===== src/rtl/lsu_pkg.sv =====
`default_nettype none
// ============================================================================
// Module   : lsu_pkg
// Brief    : funct3 encodings, FSM state type and access-legality check.
// Revision : 1.0
// ============================================================================
package lsu_pkg;

  localparam logic [2:0] F3_B  = 3'b000;
  localparam logic [2:0] F3_H  = 3'b001;
  localparam logic [2:0] F3_W  = 3'b010;
  localparam logic [2:0] F3_BU = 3'b100;
  localparam logic [2:0] F3_HU = 3'b101;

  typedef enum logic [1:0] {
    IDLE  = 2'd0,
    READ  = 2'd1,
    WRITE = 2'd2,
    RESP  = 2'd3
  } lsu_state_t;

  // Stores allow only B/H/W; loads additionally allow the unsigned B/H forms.
  function automatic logic access_err(input logic       we,
                                      input logic [2:0] funct3,
                                      input logic [1:0] offset);
    logic illegal;
    logic misaligned;
    if (we)
      illegal = (funct3 != F3_B) && (funct3 != F3_H) && (funct3 != F3_W);
    else
      illegal = (funct3 == 3'b011) || (funct3 == 3'b110) || (funct3 == 3'b111);
    misaligned = ((funct3[1:0] == 2'b01) && offset[0]) ||
                 ((funct3[1:0] == 2'b10) && (offset != 2'b00));
    return illegal || misaligned;
  endfunction

endpackage
`default_nettype wire


===== src/rtl/load_store_unit_if.sv =====
`default_nettype none
// ============================================================================
// Module   : load_store_unit_if
// Brief    : Core request/response and data-memory signals of the LSU.
// Revision : 1.0
// ============================================================================
interface load_store_unit_if;
  logic        req_valid;
  logic        req_ready;
  logic        req_we;
  logic [2:0]  req_funct3;
  logic [31:0] req_addr;
  logic [31:0] req_wdata;
  logic        resp_valid;
  logic [31:0] resp_rdata;
  logic        resp_err;
  logic [31:0] mem_a;
  logic        mem_we;
  logic [31:0] mem_wd;
  logic [31:0] mem_rd;

  // Environment side: the core plus the data memory.
  modport master (
    output req_valid, req_we, req_funct3, req_addr, req_wdata, mem_rd,
    input  req_ready, resp_valid, resp_rdata, resp_err, mem_a, mem_we, mem_wd
  );

  // The load/store unit itself.
  modport slave (
    input  req_valid, req_we, req_funct3, req_addr, req_wdata, mem_rd,
    output req_ready, resp_valid, resp_rdata, resp_err, mem_a, mem_we, mem_wd
  );
endinterface
`default_nettype wire


===== src/rtl/lsu_lane.sv =====
`default_nettype none
// ============================================================================
// Module   : lsu_lane
// Brief    : Byte/halfword lane merge for stores and load extraction/extension.
// Revision : 1.0
// ============================================================================
module lsu_lane
  import lsu_pkg::*;
(
  input  logic [1:0]  offset,
  input  logic [2:0]  funct3,
  input  logic [31:0] word,
  input  logic [31:0] wdata,
  output logic [31:0] store_word,
  output logic [31:0] load_val
);

  logic [7:0]  w_byte;
  logic [15:0] w_half;

  always_comb begin
    w_byte = word[7:0];
    case (offset)
      2'd0:    w_byte = word[7:0];
      2'd1:    w_byte = word[15:8];
      2'd2:    w_byte = word[23:16];
      default: w_byte = word[31:24];
    endcase
    w_half = offset[1] ? word[31:16] : word[15:0];
  end

  always_comb begin
    load_val = '0;
    case (funct3)
      F3_B:    load_val = {{24{w_byte[7]}}, w_byte};
      F3_H:    load_val = {{16{w_half[15]}}, w_half};
      F3_W:    load_val = word;
      F3_BU:   load_val = {24'd0, w_byte};
      F3_HU:   load_val = {16'd0, w_half};
      default: load_val = '0;
    endcase
  end

  // A word store ignores the old contents entirely.
  always_comb begin
    store_word = wdata;
    case (funct3)
      F3_B: begin
        store_word = word;
        case (offset)
          2'd0:    store_word[7:0]   = wdata[7:0];
          2'd1:    store_word[15:8]  = wdata[7:0];
          2'd2:    store_word[23:16] = wdata[7:0];
          default: store_word[31:24] = wdata[7:0];
        endcase
      end
      F3_H: store_word = offset[1] ? {wdata[15:0], word[15:0]}
                                   : {word[31:16], wdata[15:0]};
      default: store_word = wdata;
    endcase
  end

endmodule
`default_nettype wire


===== src/rtl/load_store_unit.sv =====
`default_nettype none
// ============================================================================
// Module   : load_store_unit
// Brief    : Multicycle RV32I load/store unit with read-modify-write sub-word stores.
// Revision : 1.0
// ============================================================================
module load_store_unit
  import lsu_pkg::*;
(
  input  logic             clk,
  input  logic             reset,
  load_store_unit_if.slave bus
);

  lsu_state_t  r_state;
  logic        r_we;
  logic [2:0]  r_funct3;
  logic [31:0] r_addr;
  logic [31:0] r_wdata;
  logic [31:0] r_rdata;
  logic        r_err;

  logic        w_req_err;
  logic [31:0] w_store_word;
  logic [31:0] w_load_val;
  logic        w_mem_phase;

  assign w_req_err = access_err(bus.req_we, bus.req_funct3, bus.req_addr[1:0]);

  always_ff @(posedge clk) begin
    if (reset) begin
      r_state  <= IDLE;
      r_we     <= 1'b0;
      r_funct3 <= '0;
      r_addr   <= '0;
      r_wdata  <= '0;
      r_rdata  <= '0;
      r_err    <= 1'b0;
    end else begin
      case (r_state)
        IDLE: begin
          if (bus.req_valid) begin
            r_we     <= bus.req_we;
            r_funct3 <= bus.req_funct3;
            r_addr   <= bus.req_addr;
            r_wdata  <= bus.req_wdata;
            r_err    <= w_req_err;
            // Only a full-word store can skip the read of the old word.
            if (w_req_err)
              r_state <= RESP;
            else if (bus.req_we && (bus.req_funct3 == F3_W))
              r_state <= WRITE;
            else
              r_state <= READ;
          end
        end
        READ: begin
          r_rdata <= bus.mem_rd;
          r_state <= r_we ? WRITE : RESP;
        end
        WRITE:   r_state <= RESP;
        default: r_state <= IDLE;
      endcase
    end
  end

  lsu_lane u_lane (
    .offset     (r_addr[1:0]),
    .funct3     (r_funct3),
    .word       (r_rdata),
    .wdata      (r_wdata),
    .store_word (w_store_word),
    .load_val   (w_load_val)
  );

  // Every output is forced low while reset is held, so an interrupted write never lands.
  assign w_mem_phase    = ((r_state == READ) || (r_state == WRITE)) && !reset;
  assign bus.req_ready  = (r_state == IDLE) && !reset;
  assign bus.mem_a      = w_mem_phase ? {r_addr[31:2], 2'b00} : 32'd0;
  assign bus.mem_we     = (r_state == WRITE) && !reset;
  assign bus.mem_wd     = bus.mem_we ? w_store_word : 32'd0;
  assign bus.resp_valid = (r_state == RESP) && !reset;
  assign bus.resp_err   = bus.resp_valid && r_err;
  assign bus.resp_rdata = (bus.resp_valid && !r_we && !r_err) ? w_load_val : 32'd0;

endmodule
`default_nettype wire


===== src/flat_wrapper.sv =====
// flat-port wrapper written by rule: the top's interface ports become plain ports
module load_store_unit_flat import lsu_pkg::*;
  (clk, reset, bus_req_valid, bus_req_we, bus_req_funct3, bus_req_addr, bus_req_wdata, bus_mem_rd, bus_req_ready, bus_resp_valid, bus_resp_rdata, bus_resp_err, bus_mem_a, bus_mem_we, bus_mem_wd);
  load_store_unit_if bus_i ();
  input  logic clk;
  input  logic reset;
  input wire logic [$bits(bus_i.req_valid)-1:0] bus_req_valid;
  input wire logic [$bits(bus_i.req_we)-1:0] bus_req_we;
  input wire logic [$bits(bus_i.req_funct3)-1:0] bus_req_funct3;
  input wire logic [$bits(bus_i.req_addr)-1:0] bus_req_addr;
  input wire logic [$bits(bus_i.req_wdata)-1:0] bus_req_wdata;
  input wire logic [$bits(bus_i.mem_rd)-1:0] bus_mem_rd;
  output wire logic [$bits(bus_i.req_ready)-1:0] bus_req_ready;
  output wire logic [$bits(bus_i.resp_valid)-1:0] bus_resp_valid;
  output wire logic [$bits(bus_i.resp_rdata)-1:0] bus_resp_rdata;
  output wire logic [$bits(bus_i.resp_err)-1:0] bus_resp_err;
  output wire logic [$bits(bus_i.mem_a)-1:0] bus_mem_a;
  output wire logic [$bits(bus_i.mem_we)-1:0] bus_mem_we;
  output wire logic [$bits(bus_i.mem_wd)-1:0] bus_mem_wd;
  assign bus_i.req_valid = bus_req_valid;
  assign bus_i.req_we = bus_req_we;
  assign bus_i.req_funct3 = bus_req_funct3;
  assign bus_i.req_addr = bus_req_addr;
  assign bus_i.req_wdata = bus_req_wdata;
  assign bus_i.mem_rd = bus_mem_rd;
  assign bus_req_ready = bus_i.req_ready;
  assign bus_resp_valid = bus_i.resp_valid;
  assign bus_resp_rdata = bus_i.resp_rdata;
  assign bus_resp_err = bus_i.resp_err;
  assign bus_mem_a = bus_i.mem_a;
  assign bus_mem_we = bus_i.mem_we;
  assign bus_mem_wd = bus_i.mem_wd;
  load_store_unit u_core (.clk(clk), .reset(reset), .bus(bus_i));
endmodule

===== config.mk =====
export PLATFORM = sky130hd
export DESIGN_NAME = load_store_unit_flat
export DESIGN_NICKNAME = d
export VERILOG_FILES = /design/src/rtl/lsu_pkg.sv /design/src/rtl/load_store_unit_if.sv /design/src/rtl/lsu_lane.sv /design/src/rtl/load_store_unit.sv /design/src/flat_wrapper.sv
export SDC_FILE = /design/constraint.sdc
export NUM_CORES = 1
export LEC_CHECK = 0
export CAP_MARGIN = 20
export CORE_UTILIZATION = 40
export DETAILED_ROUTE_END_ITERATION = 7
export PLACE_DENSITY = 0.71
export SLEW_MARGIN = 0
export SYNTH_ARGS = -nofsm -noshare
export SYNTH_HDL_FRONTEND = slang
export SYNTH_SLANG_ARGS = --single-unit

===== constraint.sdc =====
create_clock -name clk -period 4.29 [get_ports clk]
set_input_delay 0.858 -clock clk [delete_from_list [all_inputs] [get_ports clk]]
set_output_delay 0.858 -clock clk [all_outputs]
set_load 0.02 [all_outputs]

Word-level counts from Yosys, hierarchy flattened:

Cells that the tools add are included.

* register bits after elaboration: 103
* latch bits: 0
* memory bits (writable): 0
* bits in read-only memories: 0
* input port bits: 103
* output and inout bits: 100
* word-level logic and storage cells: 70
* memories: 0

* add/subtract/negate cells: 0
* multiply operators: 0
* div/mod/pow operators: 0
* order comparisons: 0
* equality and inequality tests: 18
* shift-type cells: 0
* mux-type cells: 18
* bitwise logic cells: 0
* reductions and logical operators: 27

Operators by type and width (count)
* 32-bit case mux with 5 select lines: 1
* 32-bit two-way mux: 4
* 32-bit case mux with 2 select lines: 1
* 8-bit two-way mux: 4
* 8-bit case mux with 3 select lines: 1
* 16-bit two-way mux: 1
* 3-bit == test (second input constant): 4
* 1-bit logical AND: 12
* 3-bit by 2-bit == test with 1-bit output (second input constant): 3
* 2-bit == test (second input constant): 4
* 2-bit by 1-bit == test with 1-bit output (second input constant): 3
* 2-bit two-way mux: 3
* 2-bit case mux with 3 select lines: 1
* 1-bit logical OR: 5
* 2-bit logical NOT: 2
* 3-bit by 1-bit == test with 1-bit output (second input constant): 1
* 1-bit logical NOT: 3
* 3-bit logical NOT: 1
* 3-bit by 1-bit != test with 1-bit output (second input constant): 1
* 3-bit by 2-bit != test with 1-bit output (second input constant): 1
* 3-bit nonzero test: 1
* 3-bit OR reduction: 1
* 1-bit two-way mux: 2
* 2-bit != test (second input constant): 1
* 2 further kinds: 2

Longest topological paths before layout:

Gate-level depths: netlist of the first run.

* depth in word-level cells: 8
* mapped depth: 8
* mapped depth without buffers: 6

Cells and area by module:

A second synthesis of the first run with hierarchy kept.

* cell total of the unflattened synthesis: 785
* area, all modules: 6122.1 um^2

By module, submodules not included
* load_store_unit: instances 1, cells an instance 540, area an instance 4410.5 um^2
* lsu_lane: instances 1, cells an instance 245, area an instance 1711.6 um^2

Worst setup path before layout of the first run:

No wires, ideal clock.

* path kind: input to output
* start point: input port reset
* end point: output port bus_resp_rdata[7]
* arrival time: 2.266 ns
* setup slack: 1.166 ns
* stages: 5
* path buffers: 2
* path through: clkbuf_1 > nor2b_1 > nand3_1 > buf_1 > nor2_1

* word-level cells in the longest chain between the ends: 5

RTL lines
* from (decl): line flat_wrapper.sv:6 `input logic reset;`
* 1-bit logical NOT: line load_store_unit.sv:82 `assign bus.resp_valid = (r_state == RESP) && !reset;`
* 1-bit logical AND: line load_store_unit.sv:82
* named net bus_resp_valid: line flat_wrapper.sv:14 `output wire logic [$bits(bus_i.resp_valid)-1:0] bus_resp_valid;`
* 1-bit logical AND (2 in series): line load_store_unit.sv:84 `assign bus.resp_rdata = (bus.resp_valid && !r_we && !r_err) ? w_load_val : 32'd0;`
* 32-bit two-way mux: line load_store_unit.sv:84
* to (decl): line flat_wrapper.sv:15 `output wire logic [$bits(bus_i.resp_rdata)-1:0] bus_resp_rdata;`

The timed path passes the listed nets, and every way through them passes these cells.

Final worst setup path of the first run:

* start point: register u_core.r_funct3[0]
* end point: output port bus_resp_rdata[15]

* word-level cells in the longest chain between the ends: 3
* elaborated cells on any way between the ends: 7

RTL lines
* from (decl): line load_store_unit.sv:17 `logic [2:0] r_funct3;`
* from (signal assigned): line load_store_unit.sv:44 `r_funct3 <= bus.req_funct3;`
* 3-bit == test (tied with other cells): line lsu_lane.sv:34 `case (funct3)`
* 32-bit case mux with 5 select lines *: line lsu_lane.sv:34
* 32-bit two-way mux *: line load_store_unit.sv:84

Mark *: on every way between the ends. The rest lies on a longest branch, timed or not.

==> results of run 1 <==
critical path, cell delays in order (launching register included):
cell and delay [ns]:
dfxtp_1 0.63, nand2b_1 0.24, o21bai_2 0.54, nand2_1 0.18, a31oi_1 0.24, clkdlybuf4s50_1 0.63
area by class of cell:
type / count / area [µm²]
Inverter: 7 / 26.3
Clock buffer: 14 / 284
Fill cell: 1216 / 5440
Antenna cell: 1 / 2.50
Timing Repair Buffer: 212 / 2100
Clock inverter: 2 / 12.5
Tap cell: 176 / 220
Multi-Input combinational cell: 549 / 3040
Sequential cell: 103 / 2060
power by group:
group / total (mW) / leakage (nW) / internal [mW] / switching [mW]
Combinational: 1.41 / 1.66 / 0.589 / 0.824
Clock: 0.808 / 0.145 / 0.457 / 0.352
Sequential: 1.38 / 0.843 / 1.15 / 0.233
cells in the final DEF, fill, tap and decap left out, types with 2 or more instances in the layout:
cell	n
clkdlybuf4s50_1	199
nand2_1	188
a21oi_1	112
dfxtp_1	103
nor2_1	46
mux2i_1	39
and2_1	31
a22oi_1	23
a31oi_1	18
buf_4	12
and3_1	11
nand3_1	10
o21ai_0	10
a21oi_2	10
clkbuf_16	9
inv_1	7
a222oi_1	7
a2bb2oi_1	7
nor2b_1	5
mux2_2	4
clkbuf_8	4
nand2b_1	3
ha_1	3
a211oi_1	2
conb_1	2
per-layer routing:
layer | vias up | share of wire | track usage
li1 | 2781 | - | -
met1 | 2663 | 0.40 | 0.315
met3 | 38 | 0.10 | 0.0734
met5 | - | 0 | 0
met4 | 0 | 0.030 | 0.115
met2 | 301 | 0.47 | 0.422
flip-flops by register name, summed over array words and instances (netlist names):
register         cells
u_core.r_rdata      32
u_core.r_state       2
u_core.r_funct3      3
u_core.r_we          1
u_core.r_err         1
u_core.r_addr       32
u_core.r_wdata      32
path summary, 6_finish.rpt:
check                                        start                 end  slack [ns]  cells after the start
worst min register to register   u_core.r_addr[16]   u_core.r_addr[16]        0.45                      2
worst max-delay path            u_core.r_funct3[0]  bus_resp_rdata[15]        0.64                      5
worst max register to register   u_core.r_state[0]    u_core.r_addr[7]        2.23                      6
worst min-delay path             u_core.r_addr[16]   u_core.r_addr[16]        0.45                      2
cell families (layout without fill, tap and decap cells):
group / count (synthesis) / after routing / synth area share
other: 1 / 3 / 0.000695
buffers and inverters: 67 / 235 / 0.0559
and+or+nand+nor: 305 / 305 / 0.247
DFF: 103 / 103 / 0.382
muxes: 45 / 45 / 0.0897
adders and majority gates: 4 / 4 / 0.00927
AOI/OAI and AO/OA: 193 / 193 / 0.216
through the flow:
step / setup WS, ns / hold slack, ns / util / power [mW]
after floorplan: 1.17 / 0.432 / - / 2.31
after global placement: 0.939 / 0.438 / 0.564 / 2.74
after detailed placement: 0.898 / 0.443 / 0.565 / 2.80
after CTS: 0.655 / 0.452 / 0.588 / 3.61
after global routing: 0.506 / 0.463 / 0.588 / 3.81
final: 0.639 / 0.451 / 0.588 / 3.61
==> metrics.md, run 1 <==
| Metric | Value |
|---|---|
| Status | `finished, final reports clean` |
| Vias per std cell | `5.44` |
| Total gr overflow | `0` |
| PortBufs | `200` |
| Critical Path AT | `2.79 ns` |
| Post-synth EDFFs | `0` |
| Count of cell types in the netlist | `42` |
| CTS tree | `yes` |
| Yosys reg bits | `103` |
| Worst-path clk slew | `0.07 ns` |
| Area grow syn2layout | `43.7%` |
| Total Routing Usage GR | `0.258` |
| Final non-filler cell total | `1064` |
| Dpl hpwl | `13600 µm` |
| Post-CTS sizing | `0` |
| Tmin final | `3.65 ns` |
| Nets | `989` |
| Worst setup path class | `reg2out` |
| Initial antenna violation count | `0` |
| Cells after Synth | `718` |
| Clk Latency, worst-skew pair | `0.34 ns` |
| Peak VDD IR | `0.000317 V` |
| Global placement routability congestion | `0.917` |
| Post-route cell area | `0.00775 mm²` |
| Core area | `0.0132 mm²` |
| Share of layout cells above drive strength 1 | `0.0586` |
| Critical Path Sink Type | `primary output` |
| Post-DP Area | `0.00745 mm²` |
| Clock sink total | `103` |
| Vias in the first global route | `5291` |
| First-pass GRT wire length | `28100 µm` |
| Post-synthesis sequential area ratio | `0.382` |
| Tcrit/Tclk final | `0.851` |
| Chip width | `118 µm` |
| Routed via count | `5783` |
| Leakage power | `2.64 nW` |
| Die Ht | `118 µm` |
| DRT antenna net count | `0` |
| Slew headroom | `0.312` |
| Top_reg_cell synth | `dfxtp_1` |
| Max Slew Vio Count | `0` |
| Yosys warns | `0` |
| DP Cell Count | `1047` |
| Row Count | `42` |
| Detailed router's first-iteration violation count | `603` |
| Hold crit path type | `reg2reg` |
| Routed Wire Length | `18400 µm` |
| Fin Setup TNS | `0 ns` |
| Residual DRC count | `0` |
| Synth top area share | `0.382` |
| Most numerous cell in the Yosys netlist | `nand2_1` |
| Final hold violations | `0` |
| Fmax | `0.274 GHz` |
| Largest cells by area after synthesis | `dfxtp_1 (38%), nand2_1 (13%), a21oi_1 (10%)` |
| Clk buf depth | `2` |
| Worst Max-Slew Pin Slew | `1.03 ns` |
| Post-Route Skew | `0.00290 ns` |
| CTS H-tree lvls | `3` |
| MaxCap Viol Count | `0` |
| Worst Path Required | `3.43 ns` |
| Starting density of the core | `0.409` |
| Crit start category | `flop` |
| Max FO, Critical Path | `16` |
| Syn_area_per_cell | `7.52 µm²` |
| Power Density | `465 mW/mm²` |
| Final setup vio count | `0` |
| I/O Pins | `203` |
| Wire length per cell | `17.3 µm` |
| Cts bufs inserted | `9` |
| RSZ-0062 raised after global routing | `false` |
| CTS Hold Buffers Added | `0` |
| First-pass DRT Iterations | `7` |
| Clock root cell | `clkbuf_16` |
| Async S/R FF share, synth | `0` |
| Most frequent cells after synthesis | `nand2_1 (189), a21oi_1 (112), dfxtp_1 (103)` |
| Yosys top cell by area | `dfxtp_1` |
| Largest net degree at the start of global routing | `64` |
| DIE AREA | `0.0140 mm²` |
| Post-CTS setup buffer count | `0` |
| Synthesized cell area | `0.00540 mm²` |
Note: power is estimated with default switching activity, not from simulation.
==> run 2, diff against run 1 <==
--- a/config.mk
+++ b/config.mk
@@ -6,10 +6,11 @@
 export NUM_CORES = 1
 export LEC_CHECK = 0
 export CAP_MARGIN = 20
-export CORE_UTILIZATION = 40
+export CORE_UTILIZATION = 48
 export DETAILED_ROUTE_END_ITERATION = 7
-export PLACE_DENSITY = 0.71
+export PLACE_DENSITY = 0.83
 export SLEW_MARGIN = 0
 export SYNTH_ARGS = -nofsm -noshare
 export SYNTH_HDL_FRONTEND = slang
 export SYNTH_SLANG_ARGS = --single-unit
+export TNS_END_PERCENT = 100
==> metrics.md, run 2 (same netlist as run 1, synthesis figures left out) <==
| Metric | Value |
|---|---|
| End-of-flow core utilization | `0.696` |
| Initial antenna violation count | `0` |
| Clock root cell | `clkbuf_8` |
| Routed via count | `5887` |
| Largest net degree at the start of global routing | `72` |
| Routed Wire Length | `18200 µm` |
| Status | `finished, final reports clean` |
| Global placement routability congestion | `0.947` |
| Starting density of the core | `0.496` |
| Crit start category | `flop` |
| FF-to-FF setup slack | `2.21 ns` |
| Worst slack at placement | `0.612 ns` |
| Wire length per cell | `17.7 µm` |
| First-pass GRT wire length | `28100 µm` |
| Fin Setup TNS | `0 ns` |
| Hold crit path type | `reg2reg` |
| Share of layout cells above drive strength 1 | `0.0565` |
| Row Count | `38` |
| Tmin final | `3.90 ns` |
| Commonest non-fill, non-tap cell in the layout | `clkdlybuf4s50_1` |
| Ant diodes | `0` |
| Post-DP Area | `0.00737 mm²` |
| DIE AREA | `0.0117 mm²` |
| Cts bufs inserted | `9` |
| Total gr overflow | `0` |
| CTS Hold Buffers Added | `0` |
| Critical Path Sink Type | `primary output` |
| Core area | `0.0109 mm²` |
| Chip width | `108 µm` |
| Reg2reg start | `u_core.r_state[0]` |
| Max FO, Critical Path | `22` |
| Total Routing Usage GR | `0.312` |
| Post-Route Skew | `0.0131 ns` |
| Die Ht | `108 µm` |
| Vias in the first global route | `5455` |
| Biggest regs | `u_core.r_addr x32, u_core.r_rdata x32, u_core.r_wdata x32` |
| Fmax | `0.256 GHz` |
| Nets | `987` |
| Clk Latency, worst-skew pair | `0.37 ns` |
| Worst-path clk slew | `0.11 ns` |
| Post-CTS sizing | `0` |
| Final setup vio count | `0` |
| Max Slew Vio Count | `0` |
| Worst Max-Slew Pin Slew | `1.03 ns` |
| DRT antenna net count | `0` |
| Leakage power | `2.58 nW` |
| Most frequent cells in the layout | `clkdlybuf4s50_1 (199), nand2_1 (188), a21oi_1 (112)` |
| Hold EP | `u_core.r_addr[27]` |
| Tcrit/Tclk final | `0.910` |
| MaxCap Viol Count | `0` |
| Final non-filler cell total | `1025` |
| Worst setup path class | `reg2out` |
| Residual DRC count | `0` |
| Power Density | `447 mW/mm²` |
| DP Cell Count | `1008` |
| HP Start | `u_core.r_addr[27]` |
| Vias per std cell | `5.74` |
| R2R depth | `6` |
| I/O Pins | `203` |
| Detailed router's first-iteration violation count | `600` |
| Post-CTS setup buffer count | `0` |
| Worst Path Required | `3.43 ns` |
| CTS tree | `yes` |
| Post-route cell area | `0.00758 mm²` |
| Final setup margin | `0.386 ns` |
| Reg-to-Reg End | `u_core.r_wdata[3]` |
| Hold path depth | `2` |
| Dpl hpwl | `13500 µm` |
| Slew headroom | `0.316` |
| Peak VDD IR | `0.000327 V` |
| Area grow syn2layout | `40.5%` |
| First-pass DRT Iterations | `6` |
| RSZ-0062 raised after global routing | `false` |
| PortBufs | `200` |
| Final hold violations | `0` |
| Critical Path AT | `3.05 ns` |
| Clk buf depth | `2` |
| CTS H-tree lvls | `3` |
| Clock sink total | `103` |
run 2: cell types whose count changed in the layout (fill, tap and decap cells not counted), sizes merged:
cell / change
clkbuf: -4
inv: +4
buf: -2
diode: -1
run 2: metrics by stage:
stage	total power, mW	hold WS [ns]
after floorplan	2.31	0.432
after global placement	2.73	0.438
after detailed placement	2.78	0.443
after CTS	3.36	0.457
after global routing	3.58	0.475
final	3.39	0.456
run 2: worst max-delay path by stage:
| stage | start | endpoint | slack (ns) | cells past startpoint |
|---|---|---|---|---|
| final | u_core.r_addr[1] | bus_mem_wd[8] | 0.39 | 5 |
| after global routing | u_core.r_addr[1] | bus_mem_wd[8] | 0.24 | 5 |
| after CTS | u_core.r_addr[1] | bus_mem_wd[8] | 0.46 | 5 |
| after detailed placement | reset | bus_mem_wd[21] | 0.61 | 6 |
| after global placement | reset | bus_mem_wd[31] | 0.71 | 5 |
| after floorplan | reset | bus_resp_rdata[7] | 1.17 | 5 |
run 2: power breakdown:
| group | total, mW | leakage [nW] | internal [mW] | switching (mW) |
|---|---|---|---|---|
| sequential | 1.40 | 0.843 | 1.15 | 0.245 |
| combinational | 1.40 | 1.65 | 0.586 | 0.817 |
| clock | 0.587 | 0.0926 | 0.227 | 0.360 |
| total | 3.39 | 2.58 | 1.96 | 1.42 |
run 2: area by class of cell:
cell class              count  area [µm²]
clock buffers              10         128
clock inverters             6        61.3
fillers                   944        3310
inverters                   7        26.3
multi-input cells         549        3040
flip-flops and latches    103        2060
well taps                 140         175
repair buffers            210        2080
run 2: worst max-delay path: stages (launching register included):
cell and delay, ns:
dfxtp_1 0.93, inv_1 0.18, a21oi_1 0.51, a22oi_1 0.23
a21oi_1 0.20, clkdlybuf4s50_1 0.62
run 2: per-layer routing:
metal	wire length, µm	share of wire	track usage	vias up
li1	-	-	-	2765
met1	6980	0.38	0.382	2699
met2	8740	0.48	0.521	361
met3	1750	0.097	0.0723	62
met4	689	0.038	0.132	0
met5	0	0	0	-
